--- config.mk ---
export PLATFORM = sky130hd
export DESIGN_NAME = modport_bridge
export DESIGN_NICKNAME = d
export VERILOG_FILES = /design/src/rtl/bridge_pkg.sv /design/src/rtl/modport_bridge_ahb_slave_if.sv /design/src/rtl/modport_bridge.sv
export SDC_FILE = /design/constraint.sdc
export NUM_CORES = 1
export LEC_CHECK = 0
export BUFFER_PORTS_ARGS = -buffer_cell sky130_fd_sc_hd__clkbuf_2
export CORE_MARGIN = 5
export CORE_UTILIZATION = 46
export DETAILED_ROUTE_END_ITERATION = 10
export PLACE_DENSITY = 0.83
export SETUP_SLACK_MARGIN = 0.02
export SLEW_MARGIN = 10
export SYNTH_ARGS = -nofsm -noshare
export SYNTH_HDL_FRONTEND = slang
export SYNTH_SLANG_ARGS = --single-unit
--- constraint.sdc ---
create_clock -name Hclk -period 1.66 [get_ports Hclk]
set_input_delay 0.083 -clock Hclk [delete_from_list [all_inputs] [get_ports Hclk]]
set_output_delay 0.083 -clock Hclk [all_outputs]
set_load 0.05 [all_outputs]
--- src/rtl/bridge_pkg.sv ---
// bridge_pkg: shared types and constants for the AHB-to-APB bridge.
// Holds FSM states, HTRANS codes, the APB address map and the decoder.
package bridge_pkg;

    typedef enum logic [2:0] {
        ST_IDLE,
        ST_WWAIT,
        ST_READ,
        ST_WRITE,
        ST_WRITEP,
        ST_RENABLE,
        ST_WENABLE,
        ST_WENABLEP
    } state_t;

    localparam logic [1:0] HTRANS_IDLE   = 2'b00;
    localparam logic [1:0] HTRANS_BUSY   = 2'b01;
    localparam logic [1:0] HTRANS_NONSEQ = 2'b10;
    localparam logic [1:0] HTRANS_SEQ    = 2'b11;

    localparam logic [31:0] APB_BASE0 = 32'h8000_0000;
    localparam logic [31:0] APB_BASE1 = 32'h8400_0000;
    localparam logic [31:0] APB_BASE2 = 32'h8800_0000;
    localparam logic [31:0] APB_LIMIT = 32'h8C00_0000;

    localparam logic [1:0] OKAY = 2'b00;

    function automatic logic apb_hit(input logic [31:0] a);
        return (a >= APB_BASE0) && (a < APB_LIMIT);
    endfunction

    // One-hot select; bit 3 is reserved and never set.
    function automatic logic [3:0] apb_decode(input logic [31:0] a);
        if (a >= APB_BASE0 && a < APB_BASE1) return 4'b0001;
        if (a >= APB_BASE1 && a < APB_BASE2) return 4'b0010;
        if (a >= APB_BASE2 && a < APB_LIMIT) return 4'b0100;
        return 4'b0000;
    endfunction

endpackage

--- src/rtl/modport_bridge_ahb_slave_if.sv ---
// ahb_slave_if: AHB side of the bridge.
// Address/data pipeline, transfer qualification and peripheral decode.
module ahb_slave_if
    import bridge_pkg::*;
#(
    parameter int ADDR_W = 32,
    parameter int DATA_W = 32,
    parameter int NSLV   = 4
) (
    input  logic              Hclk,
    input  logic              Hresetn,
    input  logic              Hwrite,
    input  logic              Hreadyin,
    input  logic [1:0]        Htrans,
    input  logic [ADDR_W-1:0] Haddr,
    input  logic [DATA_W-1:0] Hwdata,
    output logic              valid,
    output logic [ADDR_W-1:0] Haddr1,
    output logic [ADDR_W-1:0] Haddr2,
    output logic [DATA_W-1:0] Hwdata1,
    output logic              Hwrite_r,
    output logic [NSLV-1:0]   sel_cur,
    output logic [NSLV-1:0]   sel_a1,
    output logic [NSLV-1:0]   sel_a2
);

    // Pipeline registers advance every cycle, stalled or not.
    always_ff @(posedge Hclk or negedge Hresetn) begin
        if (!Hresetn) begin
            Haddr1   <= '0;
            Haddr2   <= '0;
            Hwdata1  <= '0;
            Hwrite_r <= 1'b0;
        end else begin
            Haddr1   <= Haddr;
            Haddr2   <= Haddr1;
            Hwdata1  <= Hwdata;
            Hwrite_r <= Hwrite;
        end
    end

    // Accept only active transfers that land in the APB window.
    always_comb begin
        valid = Hreadyin
              && (Htrans == HTRANS_NONSEQ || Htrans == HTRANS_SEQ)
              && apb_hit(32'(Haddr));
    end

    // Decode every address the FSM may launch an APB access from.
    always_comb begin
        sel_cur = NSLV'(apb_decode(32'(Haddr)));
        sel_a1  = NSLV'(apb_decode(32'(Haddr1)));
        sel_a2  = NSLV'(apb_decode(32'(Haddr2)));
    end

endmodule

--- src/rtl/modport_bridge.sv ---
// modport_bridge: AHB-to-APB bridge top.
// APB SETUP/ENABLE sequencer with outputs registered from next state.
module modport_bridge
    import bridge_pkg::*;
#(
    parameter int ADDR_W = 32,
    parameter int DATA_W = 32,
    parameter int NSLV   = 4
) (
    input  logic              Hclk,
    input  logic              Hresetn,
    input  logic              Hwrite,
    input  logic              Hreadyin,
    input  logic [1:0]        Htrans,
    input  logic [2:0]        Hsize,
    input  logic [2:0]        Hburst,
    input  logic [ADDR_W-1:0] Haddr,
    input  logic [DATA_W-1:0] Hwdata,
    input  logic [DATA_W-1:0] Prdata,
    output logic              Hreadyout,
    output logic [1:0]        Hresp,
    output logic [DATA_W-1:0] Hrdata,
    output logic              Penable,
    output logic              Pwrite,
    output logic [NSLV-1:0]   Pselx,
    output logic [ADDR_W-1:0] Paddr,
    output logic [DATA_W-1:0] Pwdata
);

    state_t state;
    state_t next_state;

    logic              valid;
    logic [ADDR_W-1:0] Haddr1;
    logic [ADDR_W-1:0] Haddr2;
    logic [DATA_W-1:0] Hwdata1;
    logic              Hwrite_r;
    logic [NSLV-1:0]   sel_cur;
    logic [NSLV-1:0]   sel_a1;
    logic [NSLV-1:0]   sel_a2;

    logic              nxt_penable;
    logic              nxt_pwrite;
    logic [NSLV-1:0]   nxt_pselx;
    logic [ADDR_W-1:0] nxt_paddr;
    logic [DATA_W-1:0] nxt_pwdata;
    logic              nxt_hready;
    logic              from_wep;

    logic unused_ok;
    assign unused_ok = ^{Hsize, Hburst};

    assign Hresp  = OKAY;
    assign Hrdata = Prdata;

    ahb_slave_if #(
        .ADDR_W (ADDR_W),
        .DATA_W (DATA_W),
        .NSLV   (NSLV)
    ) u_ahb (
        .Hclk     (Hclk),
        .Hresetn  (Hresetn),
        .Hwrite   (Hwrite),
        .Hreadyin (Hreadyin),
        .Htrans   (Htrans),
        .Haddr    (Haddr),
        .Hwdata   (Hwdata),
        .valid    (valid),
        .Haddr1   (Haddr1),
        .Haddr2   (Haddr2),
        .Hwdata1  (Hwdata1),
        .Hwrite_r (Hwrite_r),
        .sel_cur  (sel_cur),
        .sel_a1   (sel_a1),
        .sel_a2   (sel_a2)
    );

    // State and APB/AHB output registers; reset aborts any access.
    always_ff @(posedge Hclk or negedge Hresetn) begin
        if (!Hresetn) begin
            state     <= ST_IDLE;
            Penable   <= 1'b0;
            Pwrite    <= 1'b0;
            Pselx     <= '0;
            Paddr     <= '0;
            Pwdata    <= '0;
            Hreadyout <= 1'b1;
        end else begin
            state     <= next_state;
            Penable   <= nxt_penable;
            Pwrite    <= nxt_pwrite;
            Pselx     <= nxt_pselx;
            Paddr     <= nxt_paddr;
            Pwdata    <= nxt_pwdata;
            Hreadyout <= nxt_hready;
        end
    end

    // Next-state decision.
    always_comb begin
        next_state = state;
        unique case (state)
            ST_IDLE, ST_RENABLE, ST_WENABLE: begin
                if (valid && Hwrite)
                    next_state = ST_WWAIT;
                else if (valid)
                    next_state = ST_READ;
                else
                    next_state = ST_IDLE;
            end
            ST_WWAIT:
                next_state = valid ? ST_WRITEP : ST_WRITE;
            ST_READ:
                next_state = ST_RENABLE;
            ST_WRITE:
                next_state = valid ? ST_WENABLEP : ST_WENABLE;
            ST_WRITEP:
                next_state = ST_WENABLEP;
            ST_WENABLEP: begin
                if (!Hwrite_r)
                    next_state = ST_READ;
                else if (valid)
                    next_state = ST_WRITEP;
                else
                    next_state = ST_WRITE;
            end
        endcase
    end

    // Output values for the state being entered. After a pipelined
    // write the pending address/data sit one stage deeper (Haddr2).
    always_comb begin
        nxt_penable = Penable;
        nxt_pwrite  = Pwrite;
        nxt_pselx   = Pselx;
        nxt_paddr   = Paddr;
        nxt_pwdata  = Pwdata;
        nxt_hready  = Hreadyout;
        from_wep    = (state == ST_WENABLEP);
        unique case (next_state)
            ST_IDLE, ST_WWAIT: begin
                nxt_pselx   = '0;
                nxt_penable = 1'b0;
                nxt_hready  = 1'b1;
            end
            ST_READ: begin
                nxt_paddr   = from_wep ? Haddr2 : Haddr;
                nxt_pselx   = from_wep ? sel_a2 : sel_cur;
                nxt_pwrite  = 1'b0;
                nxt_penable = 1'b0;
                nxt_hready  = 1'b0;
            end
            ST_WRITE: begin
                nxt_paddr   = from_wep ? Haddr2 : Haddr1;
                nxt_pselx   = from_wep ? sel_a2 : sel_a1;
                nxt_pwdata  = from_wep ? Hwdata1 : Hwdata;
                nxt_pwrite  = 1'b1;
                nxt_penable = 1'b0;
                nxt_hready  = 1'b1;
            end
            ST_WRITEP: begin
                nxt_paddr   = from_wep ? Haddr2 : Haddr1;
                nxt_pselx   = from_wep ? sel_a2 : sel_a1;
                nxt_pwdata  = from_wep ? Hwdata1 : Hwdata;
                nxt_pwrite  = 1'b1;
                nxt_penable = 1'b0;
                nxt_hready  = 1'b0;
            end
            ST_RENABLE, ST_WENABLE, ST_WENABLEP: begin
                nxt_penable = 1'b1;
                nxt_hready  = 1'b1;
            end
        endcase
    end

endmodule

==> run_summary.xml <==
<?xml version="1.0" encoding="UTF-8"?>
<metrics>
  <group name="die">
    <metric name="floorplan.die.height" unit="µm">131</metric>
    <metric name="boundaryPins" unit="">213</metric>
    <metric name="placement_row_count" unit="">44</metric>
    <metric name="die_x" unit="µm">131</metric>
    <metric name="core-area" unit="µm²">14400</metric>
    <metric name="start_util" unit="%">46.4</metric>
    <metric name="design.die.area" unit="µm²">17100</metric>
  </group>
  <group name="global_routing">
    <metric name="grt_pass1_vias" unit="">5463</metric>
    <metric name="grt_use_total" unit="%">20.9</metric>
    <metric name="gr-total-overflow" unit="">0</metric>
    <metric name="grt_start_max_net_pins" unit="">53</metric>
    <metric name="grt_antenna_before_repair" unit="">0</metric>
    <metric name="grt_first_pass_wirelength" unit="µm">27800</metric>
  </group>
  <group name="synthesis">
    <metric name="synth_enable_flop_cells" unit="">0</metric>
    <metric name="synth-seq-cells" unit="">170</metric>
    <metric name="synthXorXnorAreaFrac" unit="%">0.131</metric>
    <metric name="syn_inst" unit="">581</metric>
    <metric name="synth_top_area_share" unit="%">63.2</metric>
    <metric name="synth.lib_cells_used.distinct" unit="">43</metric>
    <metric name="syn-cell-area" unit="µm²">6690</metric>
    <metric name="postSynthAreaPerCell" unit="µm²">11.5</metric>
    <metric name="post_synth_main_area_contributors" unit="">sky130_fd_sc_hd__dfrtp_1 (63%), sky130_fd_sc_hd__nand2_1 (5.8%), sky130_fd_sc_hd__mux2i_1 (4.9%)</metric>
    <metric name="asyncSetResetFlopFracSynth" unit="%">100</metric>
    <metric name="synthSimpleGateAreaFrac" unit="%">9.82</metric>
    <metric name="largest_family_of_logic_cells_by_synthesized_area" unit="">compound AO/OA/AOI/OAI gates</metric>
    <metric name="multiplexer_share_of_the_synthesized_area" unit="%">4.94</metric>
    <metric name="synth_sequential_area_ratio" unit="%">63.6</metric>
    <metric name="synth_ff_type" unit="">sky130_fd_sc_hd__dfrtp_1</metric>
    <metric name="synth-compound-area-share" unit="%">14.5</metric>
    <metric name="synth_top_area_cell" unit="">sky130_fd_sc_hd__dfrtp_1</metric>
    <metric name="area_share_of_fa_ha_maj_cells_after_synthesis" unit="%">0</metric>
    <metric name="yosysWarningCount" unit="">0</metric>
  </group>
  <group name="timing">
    <metric name="rsz0062_at_grt" unit="">yes</metric>
    <metric name="timing.final.ws_setup" unit="ps">-48.6</metric>
    <metric name="ratio_of_final_minimum_period_to_clock_period" unit="%">103</metric>
    <metric name="final_max_slew_viol_count" unit="">0</metric>
    <metric name="finalSetupViolations" unit="">2</metric>
    <metric name="final-hold-violation-count" unit="">0</metric>
    <metric name="worst_hold_slack" unit="ps">156</metric>
    <metric name="fmax" unit="GHz">0.585</metric>
    <metric name="setup_tns" unit="ps">-63.0</metric>
    <metric name="period_minus_slack" unit="ps">1710</metric>
    <metric name="worst_clock_skew" unit="ps">8.81</metric>
  </group>
  <group name="clock_network">
    <metric name="clock_tree_from_tritoncts" unit="">done</metric>
    <metric name="cts_num_sinks" unit="">170</metric>
    <metric name="clk_transition_reported_paths" unit="ps">60</metric>
    <metric name="cts_buffers" unit="">17</metric>
    <metric name="clk_path_buf_depth" unit="">2</metric>
    <metric name="ctsHtreeMaxLevel" unit="">4</metric>
    <metric name="clkLatencyLatePin" unit="ps">420</metric>
    <metric name="root_buffer" unit="">sky130_fd_sc_hd__clkbuf_16</metric>
  </group>
  <group name="detailed_routing">
    <metric name="post-route-drc-count" unit="">0</metric>
    <metric name="route.final.wire_length" unit="µm">17700</metric>
    <metric name="dr_wl_met2" unit="µm">8850</metric>
    <metric name="wl_met3" unit="µm">1010</metric>
    <metric name="detail-route-antenna-nets" unit="">0</metric>
    <metric name="initialDrtViolationCount" unit="">398</metric>
    <metric name="vias" unit="">5346</metric>
    <metric name="firstDrtPassIters" unit="">5</metric>
    <metric name="wirelength_met1" unit="µm">7250</metric>
    <metric name="highest_metal_layer_with_signal_wires" unit="">met4</metric>
    <metric name="via_per_inst" unit="">5.42</metric>
    <metric name="post_dr_wirelength_cell" unit="µm">17.9</metric>
  </group>
  <group name="place">
    <metric name="post-dp-hpwl" unit="µm">11000</metric>
    <metric name="placement.io_buffers" unit="">138</metric>
    <metric name="globalplace.congestion" unit="">0.882</metric>
  </group>
  <group name="pwr">
    <metric name="max-vdd-ir-drop" unit="mV">1.07</metric>
    <metric name="power.density_cell_area" unit="nW/µm²">2030</metric>
    <metric name="static-leakage-power" unit="nW">4.45</metric>
  </group>
  <group name="final_layout">
    <metric name="finish.net_count" unit="">896</metric>
    <metric name="syn2layout_area_growth" unit="%">36.9</metric>
    <metric name="layout.cells.most_common_list" unit="">sky130_fd_sc_hd__dfrtp_1 (166), sky130_fd_sc_hd__clkbuf_2 (137), sky130_fd_sc_hd__nand2_1 (103)</metric>
    <metric name="layout.cells.most_common" unit="">sky130_fd_sc_hd__dfrtp_1</metric>
    <metric name="drive_above_1_share" unit="%">32.1</metric>
  </group>
  <group name="setup_path">
    <metric name="worst-setup-path-type" unit="">register to register</metric>
    <metric name="critical_path.endpoint_type" unit="">register</metric>
    <metric name="worstSetupStartpointType" unit="">register</metric>
    <metric name="crit_arrival" unit="ps">2050</metric>
    <metric name="critical_path_peak_fanout" unit="">2</metric>
    <metric name="worst-endpoint-required" unit="ps">2000</metric>
  </group>
  <group name="run_status">
    <metric name="outcome" unit="">finished, violations left</metric>
    <metric name="failed_checks" unit="">setup timing</metric>
  </group>
  <group name="hold_path">
    <metric name="hold_class" unit="">primary input to asynchronous set/reset pin</metric>
  </group>
  <group name="job">
    <metric name="drv.max_cap_violation_count" unit="">0</metric>
  </group>
</metrics>
[worst max-delay path, stage by stage (launching register included)]
cell and delay (ps):
sky130_fd_sc_hd__dfrtp_1 380, sky130_fd_sc_hd__or4b_4 580, sky130_fd_sc_hd__nor2_4 130, sky130_fd_sc_hd__nand4_1 110
sky130_fd_sc_hd__a31o_2 280, sky130_fd_sc_hd__o221ai_2 140
[per-stage QoR]
stage,worst slack (ps),total power [W],area (µm²),utilization [%],cells
3_3_place_gp,-157,0.0137,7650,53.0,874
4_1_cts,15.7,0.0182,8960,62.1,972
3_5_place_dp,-190,0.0139,7650,53.0,874
6_report,-48.6,0.0186,9160,63.5,986
5_1_grt,-82.5,0.0196,9160,63.5,985
2_1_floorplan,-56.5,0.0117,6730,-,583
[area by class of cell]
type	instances	area, µm²
antenna	1	2.50
clock buffer	19	453
clock inverter	13	164
fill	1111	5260
inverter	3	11.3
multi-input combinational	334	2100
sequential	170	4260
tap	184	230
timing repair buffer	262	1950
[path summary, 6_finish.rpt]
kind / startpoint / to / slack, ps / cells after the start
max: u_ahb.Haddr2[29] / Pselx[1] / -50 / 5
max in group asynchronous: Hresetn / Paddr[10] / 820 / 3
min in group Hclk: Hreadyin / state[2] / 160 / 3
min reg2reg: u_ahb.Haddr1[8] / u_ahb.Haddr2[8] / 380 / 0
max reg2reg: u_ahb.Haddr2[29] / Pselx[1] / -50 / 5
min: Hresetn / u_ahb.Hwdata1[11] / 160 / 2
[power breakdown]
part           switching (W)  total, W  leakage (nW)  internal (W)
Clock                0.00166   0.00412         0.301       0.00246
Sequential          0.000596   0.00574          2.03       0.00515
Combinational        0.00596   0.00872          2.12       0.00276
[what timing repair did]
action,in CTS,in global routing
endpoints found under the setup margin,35,52
pin swaps,11,6
endpoints found under the hold margin,139,0
resized for setup,9,26
hold buffers,66,0
buffers inserted,0,11
cloned,0,2
[routing by layer]
layer	vias up	track usage (%)
met2	212	33.1
met3	55	5.81
li1	2447	-
met5	-	0
met4	0	9.13
met1	2632	27.2
[flip-flops by register name, summed over array words and instances, names as in the netlist]
register        flops
u_ahb.Hwdata1      32
Penable             1
u_ahb.Haddr2       32
Pwrite              1
state               3
Hreadyout           1
Pwdata             32
u_ahb.Haddr1       32
u_ahb.Hwrite_r      1
Paddr              32
Pselx               3
[synthesized netlist by cell type (2+ instances only)]
library cell / instances
sky130_fd_sc_hd__dfrtp_1: 169
sky130_fd_sc_hd__nand2_1: 103
sky130_fd_sc_hd__o21ai_0: 46
sky130_fd_sc_hd__buf_4: 37
sky130_fd_sc_hd__o22ai_1: 35
sky130_fd_sc_hd__mux2i_1: 33
sky130_fd_sc_hd__o221ai_1: 33
sky130_fd_sc_hd__clkbuf_1: 30
sky130_fd_sc_hd__o21ai_1: 21
sky130_fd_sc_hd__nor2_1: 10
sky130_fd_sc_hd__a21oi_1: 7
sky130_fd_sc_hd__nand2b_1: 5
sky130_fd_sc_hd__buf_6: 4
sky130_fd_sc_hd__a31oi_1: 3
sky130_fd_sc_hd__buf_1: 3
sky130_fd_sc_hd__inv_1: 3
sky130_fd_sc_hd__nor3_1: 3
sky130_fd_sc_hd__nor3b_1: 3
sky130_fd_sc_hd__and2_1: 2
sky130_fd_sc_hd__and3_1: 2
sky130_fd_sc_hd__buf_2: 2
sky130_fd_sc_hd__nand3_1: 2
sky130_fd_sc_hd__nor2b_1: 2
sky130_fd_sc_hd__nor4_1: 2
sky130_fd_sc_hd__or2_2: 2
sky130_fd_sc_hd__or4b_2: 2
[cells by family (layout without fill, tap and decap cells)]
| kind of cell | count (synthesis) | after routing |
|---|---|---|
| xor+xnor | 1 | 1 |
| buf+inv | 79 | 297 |
| simple gates | 144 | 144 |
| compound gates | 153 | 153 |
| other cells | 1 | 4 |
| flops | 170 | 170 |
| mux | 33 | 33 |
No activity file was read; power rests on OpenSTA's default activity.
